**src/rtl/key_pulser_pkg.sv**
```systemverilog
// Shared FSM state type and default timing constants for the key pulser.
// Auto-repeat support is enabled by defining KEY_PULSER_AUTOREPEAT_EN.
package key_pulser_pkg;

    typedef enum logic [1:0] {
        IDLE   = 2'd0,
        DELAY  = 2'd1,
        REPEAT = 2'd2,
        HELD   = 2'd3
    } state_t;

    localparam int DEF_DEBOUNCE_CYCLES = 50000;
    localparam int DEF_REPEAT_DELAY    = 25000000;
    localparam int DEF_REPEAT_PERIOD   = 5000000;

    function automatic int max2(input int a, input int b);
        return (a > b) ? a : b;
    endfunction

    // Terminal counts below 2 would allow back-to-back pulses.
    function automatic int atleast2(input int a);
        return (a < 2) ? 2 : a;
    endfunction

endpackage

```
**src/rtl/key_debounce.sv**
```systemverilog
// Two-flop synchronizer plus run-length debounce producing the held level.
// pressed_nxt exposes the value pressed takes at the coming edge.
module key_debounce #(
    parameter int DEBOUNCE_CYCLES = 50000
) (
    input  logic clk,
    input  logic nclr,
    input  logic btn_n,
    output logic pressed,
    output logic pressed_nxt
);

    localparam int CW = $clog2(DEBOUNCE_CYCLES + 1);

    logic [1:0]    sync;
    logic [CW-1:0] cnt;
    logic [CW-1:0] cnt_nxt;
    logic          lvl;
    logic          hit;

    assign lvl = ~sync[1];
    assign hit = (cnt == CW'(DEBOUNCE_CYCLES - 1));

    always_comb begin
        cnt_nxt     = '0;
        pressed_nxt = pressed;
        if (lvl != pressed) begin
            if (hit) begin
                pressed_nxt = lvl;
            end else begin
                cnt_nxt = cnt + CW'(1);
            end
        end
    end

    always_ff @(posedge clk) begin
        if (!nclr) begin
            sync    <= 2'b11;
            cnt     <= '0;
            pressed <= 1'b0;
        end else begin
            sync    <= {sync[0], btn_n};
            cnt     <= cnt_nxt;
            pressed <= pressed_nxt;
        end
    end

endmodule

```
**src/rtl/key_pulser.sv**
```systemverilog
// Debounced push-button to single-cycle count-enable strobe.
// Define KEY_PULSER_AUTOREPEAT_EN to compile in delayed auto-repeat.
module key_pulser
    import key_pulser_pkg::*;
#(
    parameter int DEBOUNCE_CYCLES = DEF_DEBOUNCE_CYCLES,
    parameter int REPEAT_DELAY    = DEF_REPEAT_DELAY,
    parameter int REPEAT_PERIOD   = DEF_REPEAT_PERIOD
) (
    input  logic clk,
    input  logic nclr,
    input  logic btn_n,
    output logic pressed,
    output logic pulse
);

    logic   pressed_nxt;
    logic   pulse_nxt;
    state_t state;
    state_t state_nxt;

    key_debounce #(
        .DEBOUNCE_CYCLES(DEBOUNCE_CYCLES)
    ) u_deb (
        .clk        (clk),
        .nclr       (nclr),
        .btn_n      (btn_n),
        .pressed    (pressed),
        .pressed_nxt(pressed_nxt)
    );

`ifdef KEY_PULSER_AUTOREPEAT_EN

    localparam int DLY = atleast2(REPEAT_DELAY);
    localparam int PER = atleast2(REPEAT_PERIOD);
    localparam int TW  = $clog2(max2(DLY, PER) + 1);

    logic [TW-1:0] timer;
    logic [TW-1:0] timer_nxt;

    // Decisions use the level pressed is about to take so a release
    // never emits a pulse in the edge it lands on.
    always_comb begin
        state_nxt = state;
        timer_nxt = timer;
        pulse_nxt = 1'b0;
        if (!pressed_nxt) begin
            state_nxt = IDLE;
            timer_nxt = '0;
        end else begin
            unique case (state)
                IDLE: begin
                    if (!pressed) begin
                        pulse_nxt = 1'b1;
                        timer_nxt = '0;
                        state_nxt = DELAY;
                    end
                end
                DELAY: begin
                    if (timer == TW'(DLY - 1)) begin
                        pulse_nxt = 1'b1;
                        timer_nxt = '0;
                        state_nxt = REPEAT;
                    end else begin
                        timer_nxt = timer + TW'(1);
                    end
                end
                REPEAT: begin
                    if (timer == TW'(PER - 1)) begin
                        pulse_nxt = 1'b1;
                        timer_nxt = '0;
                    end else begin
                        timer_nxt = timer + TW'(1);
                    end
                end
                default: begin
                    state_nxt = IDLE;
                    timer_nxt = '0;
                end
            endcase
        end
    end

    always_ff @(posedge clk) begin
        if (!nclr) begin
            state <= IDLE;
            timer <= '0;
            pulse <= 1'b0;
        end else begin
            state <= state_nxt;
            timer <= timer_nxt;
            pulse <= pulse_nxt;
        end
    end

`else

    logic unused_cfg;
    assign unused_cfg = ^{REPEAT_DELAY, REPEAT_PERIOD};

    always_comb begin
        state_nxt = state;
        pulse_nxt = 1'b0;
        if (!pressed_nxt) begin
            state_nxt = IDLE;
        end else begin
            unique case (state)
                IDLE: begin
                    if (!pressed) begin
                        pulse_nxt = 1'b1;
                        state_nxt = HELD;
                    end
                end
                HELD:    state_nxt = HELD;
                default: state_nxt = IDLE;
            endcase
        end
    end

    always_ff @(posedge clk) begin
        if (!nclr) begin
            state <= IDLE;
            pulse <= 1'b0;
        end else begin
            state <= state_nxt;
            pulse <= pulse_nxt;
        end
    end

`endif

endmodule

```
**config.mk**
```make
export PLATFORM = sky130hd
export DESIGN_NAME = key_pulser
export DESIGN_NICKNAME = d
export VERILOG_FILES = /design/src/rtl/key_pulser_pkg.sv /design/src/rtl/key_debounce.sv /design/src/rtl/key_pulser.sv
export SDC_FILE = /design/constraint.sdc
export NUM_CORES = 1
export LEC_CHECK = 0
export CORE_ASPECT_RATIO = 1.4
export CORE_UTILIZATION = 38
export DETAILED_ROUTE_END_ITERATION = 7
export SYNTH_ARGS = -nofsm -noshare
export SYNTH_HDL_FRONTEND = slang
export SYNTH_HIERARCHICAL = 1
export SYNTH_SLANG_ARGS = --single-unit
export TNS_END_PERCENT = 1
```
**constraint.sdc**
```tcl
create_clock -name clk -period 1.97 [get_ports clk]
set_clock_uncertainty 0.1 [all_clocks]
set_input_delay 0.394 -clock clk [delete_from_list [all_inputs] [get_ports clk]]
set_output_delay 0.394 -clock clk [all_outputs]
set_load 0.02 [all_outputs]
```
==> results of run 1 <==
==> area by class of cell <==
cell class | instances | area [um2] | area share
Multi-Input combinational cell | 67 | 489 | 0.477
Clock buffer | 4 | 26.3 | 0.0256
Sequential cell | 21 | 420 | 0.410
Timing Repair Buffer | 4 | 40.0 | 0.0390
Inverter | 6 | 22.5 | 0.0220
Tap cell | 22 | 27.5 | 0.0268
==> sequential cells by signal, summed over array words and instances (netlist names) <==
register       flops
state              1
u_deb/cnt         16
pulse              1
u_deb/pressed      1
u_deb/sync         2
==> kinds of logic (layout without fill, tap and decap cells) <==
family,count (synthesis),after routing,synth area share
xor gates and xnor gates,14,14,0.130
buffers and inverters,7,14,0.0320
adders and majority gates,1,1,0.0133
muxes,1,1,0.0107
DFF,21,21,0.447
AOI/OAI and AO/OA,2,2,0.0146
and+or+nand+nor,49,49,0.352
==> layout by cell type (no fill, tap or decap), types with 3 or more instances in the layout <==
master,count
nand3_1,3
xnor2_1,11
xor2_1,3
nor2_1,14
inv_1,6
nor3_1,3
clkbuf_4,3
dfxtp_1,21
clkdlybuf4s50_1,4
nor4_2,4
nand2_1,6
==> how the worst max path moves through the flow <==
| stage | from | endpoint | cells after the start |
|---|---|---|---|
| 6_report | u_deb/pressed | pressed | 1 |
| 4_1_cts | u_deb/pressed | pressed | 1 |
| 2_1_floorplan | u_deb/cnt[0] | u_deb/cnt[14] | 6 |
| 3_3_place_gp | nclr | u_deb/cnt[4] | 3 |
| 3_5_place_dp | nclr | u_deb/cnt[4] | 3 |
| 5_1_grt | u_deb/pressed | pressed | 1 |
==> stage by stage <==
step           cells  total power [mW]  cell area, um2   util  setup WS, ns
6_report         124             0.642            1030  0.456        0.0839
3_3_place_gp     120             0.449            1000  0.444         0.319
2_1_floorplan     95             0.443             940      -         0.474
3_5_place_dp     120             0.449            1000  0.444         0.285
5_1_grt          124             0.665            1030  0.456        0.0236
4_1_cts          124             0.656            1030  0.456        0.0506
==> worst register-to-register path, stage by stage (launching register included) <==
cell and delay, ns:
dfxtp_1 0.36, ha_1 0.25, and3_1 0.21, nand4_1 0.14
nand3_2 0.30, a21oi_1 0.21
==> power groups by stage <==
stage / logic (mW) / registers [mW] / clock network [mW]
2_1_floorplan: 0.00570 / 0.438 / 0
3_3_place_gp: 0.0112 / 0.438 / 0
3_5_place_dp: 0.0115 / 0.438 / 0
4_1_cts: 0.0115 / 0.428 / 0.216
5_1_grt: 0.0124 / 0.429 / 0.224
6_report: 0.0112 / 0.428 / 0.202
==> routing by layer <==
| layer | vias up | GRT usage | part of all wire |
|---|---|---|---|
| met5 | - | 0 | 0 |
| met2 | 3 | 0.204 | 0.47 |
| met4 | 0 | 0.0779 | 0.022 |
| li1 | 333 | - | - |
| met3 | 4 | 0.0179 | 0.014 |
| met1 | 293 | 0.158 | 0.49 |
==> summary.txt, run 1 <==
Run status
  • Status: finished clean

Synth
  • Synth top area cells: dfxtp_1 45%, xnor2_1 10%, nor2_1 5.6%, nor4_2 5.3%, nor4b_2 3.2%
  • Main flop type after synthesis: dfxtp_1
  • Register bit total from synthesis: 21
  • Post-synth EDFFs: 0
  • Top-area cell type share of the netlist area: 0.447
  • Avg Inst Size Synth: 9.89 um2
  • Synth unique cells: 26
  • Mapped Nets: 99
  • Synth Instances: 95
  • Synth area leader: dfxtp_1
  • Mapped cell area: 940 um2
  • Most frequent cell after synthesis: dfxtp_1
  • Seq/Total Area, Yosys: 0.447
  • Most frequent cells after synthesis: 21 x dfxtp_1, 14 x nor2_1, 11 x xnor2_1
  • Synth Warn #: 6
  • FFs w/ async S/R, synth: 0

Detailed routing
  • DRT antenna net count: 0
  • Post-route DRC: 0
  • DRT iter0 DRCs: 8
  • Routed wire per std cell: 11.5 um
  • Pre-antenna DRT Iters: 4
  • DR vias/cell: 5.10
  • Vias post-DR: 633
  • Wirelength, routed: 1.43 mm

GRT
  • GR Overflow Total: 0
  • First-pass GRT wire length: 2.48 mm
  • Vias in the first global route: 590
  • Largest net degree at the start of global routing: 16
  • Total GRT Usage: 0.126
  • Initial antenna violation count: 0

STA
  • WHS: 0.323 ns
  • Fin crit period: 1.89 ns
  • Max Freq: 530 MHz
  • Actual slew at the worst max-slew pin: 0.347 ns
  • Period utilization: 0.957
  • Slew Viols, Final: 0
  • Unrepaired setup endpoints after global routing: false
  • Final TNS setup: 0 ns
  • Rel. slew slack: 0.767
  • Final setup vio count: 0
  • Final hold violation count: 0

Min path
  • Hold worst-path end: u_deb/sync[1]
  • Hold path depth: 1
  • Worst Hold Class: reg -> reg
  • Hold Path Origin: u_deb/sync[0]

Power
  • Pwr per Cell Area: 625 mW/mm2
  • Sw frac: 0.203
  • Leak: 0.324 nW
  • VDD IR max: 461 uV
  • Seq pwr share: 0.667
  • Logic pwr share: 0.017
  • P_sw: 0.130 mW
  • Power share of the clock group: 0.315
  • Internal power: 0.512 mW

Worst setup path
  • Crit. End Element: primary output
  • Critical path's top delay family: buffers and inverters
  • Reg2Reg Depth: 5
  • Critical Path Start Type: register
  • Critical path buffers and inverters: 1
  • R2R Path Start: u_deb/cnt[0]
  • Crit Path Class: reg -> out
  • Req. time, crit path: 1.48 ns
  • CP max FO: 5
  • R2r endpoint: u_deb/cnt[4]
  • Slowest stage delay, CP: 0.64 ns
  • CP cell instances: clkdlybuf4s50_1
  • Slowest-stage cell, CP: clkdlybuf4s50_1
  • Worst R2R Setup Slack: 0.34 ns
  • Worst path arrival time: 1.39 ns

CTS
  • TritonCTS Buffers: 3
  • Reg clk slew, reported paths: 0.11 ns
  • H-tree lvl count: 1
  • Clock Sink Count: 21
  • Clk Latency, worst-skew pair: 0.30 ns
  • CTS tree: done
  • Longest Clk Path Bufs: 2
  • Root buf cell: clkbuf_4
  • # Post-CTS Setup Buffers: 0
  • Post_cts resized: 0
  • # hold bufs at CTS: 0

Floorplanning
  • Die Y: 60.8 um
  • Row count: 20
  • DIE AREA: 0.00268 mm2
  • I/O pin count: 5
  • Core Region: 0.00225 mm2
  • Initial core utilization: 0.417
  • Die X: 44.0 um

Cells and area
  • ANT cells: 0
  • Final net count: 107
  • FILL cells: 233
  • Share of layout cells above drive strength 1: 0.176
  • Area Growth Syn to Fin: 9.19%

Placed design
  • Number of I/O port buffers: 4
  • DP HPWL: 1.03 mm
  • Placer Congestion: 0.771

Job
  • Max-cap violation count: 0
Note: power is estimated with default switching activity, not from simulation.
==> run 2: changes to the inputs <==
- CAP_MARGIN: unset -> 40
==> results of run 2 <==
The final DEF is identical to that of run 1; final timing and power are the same.
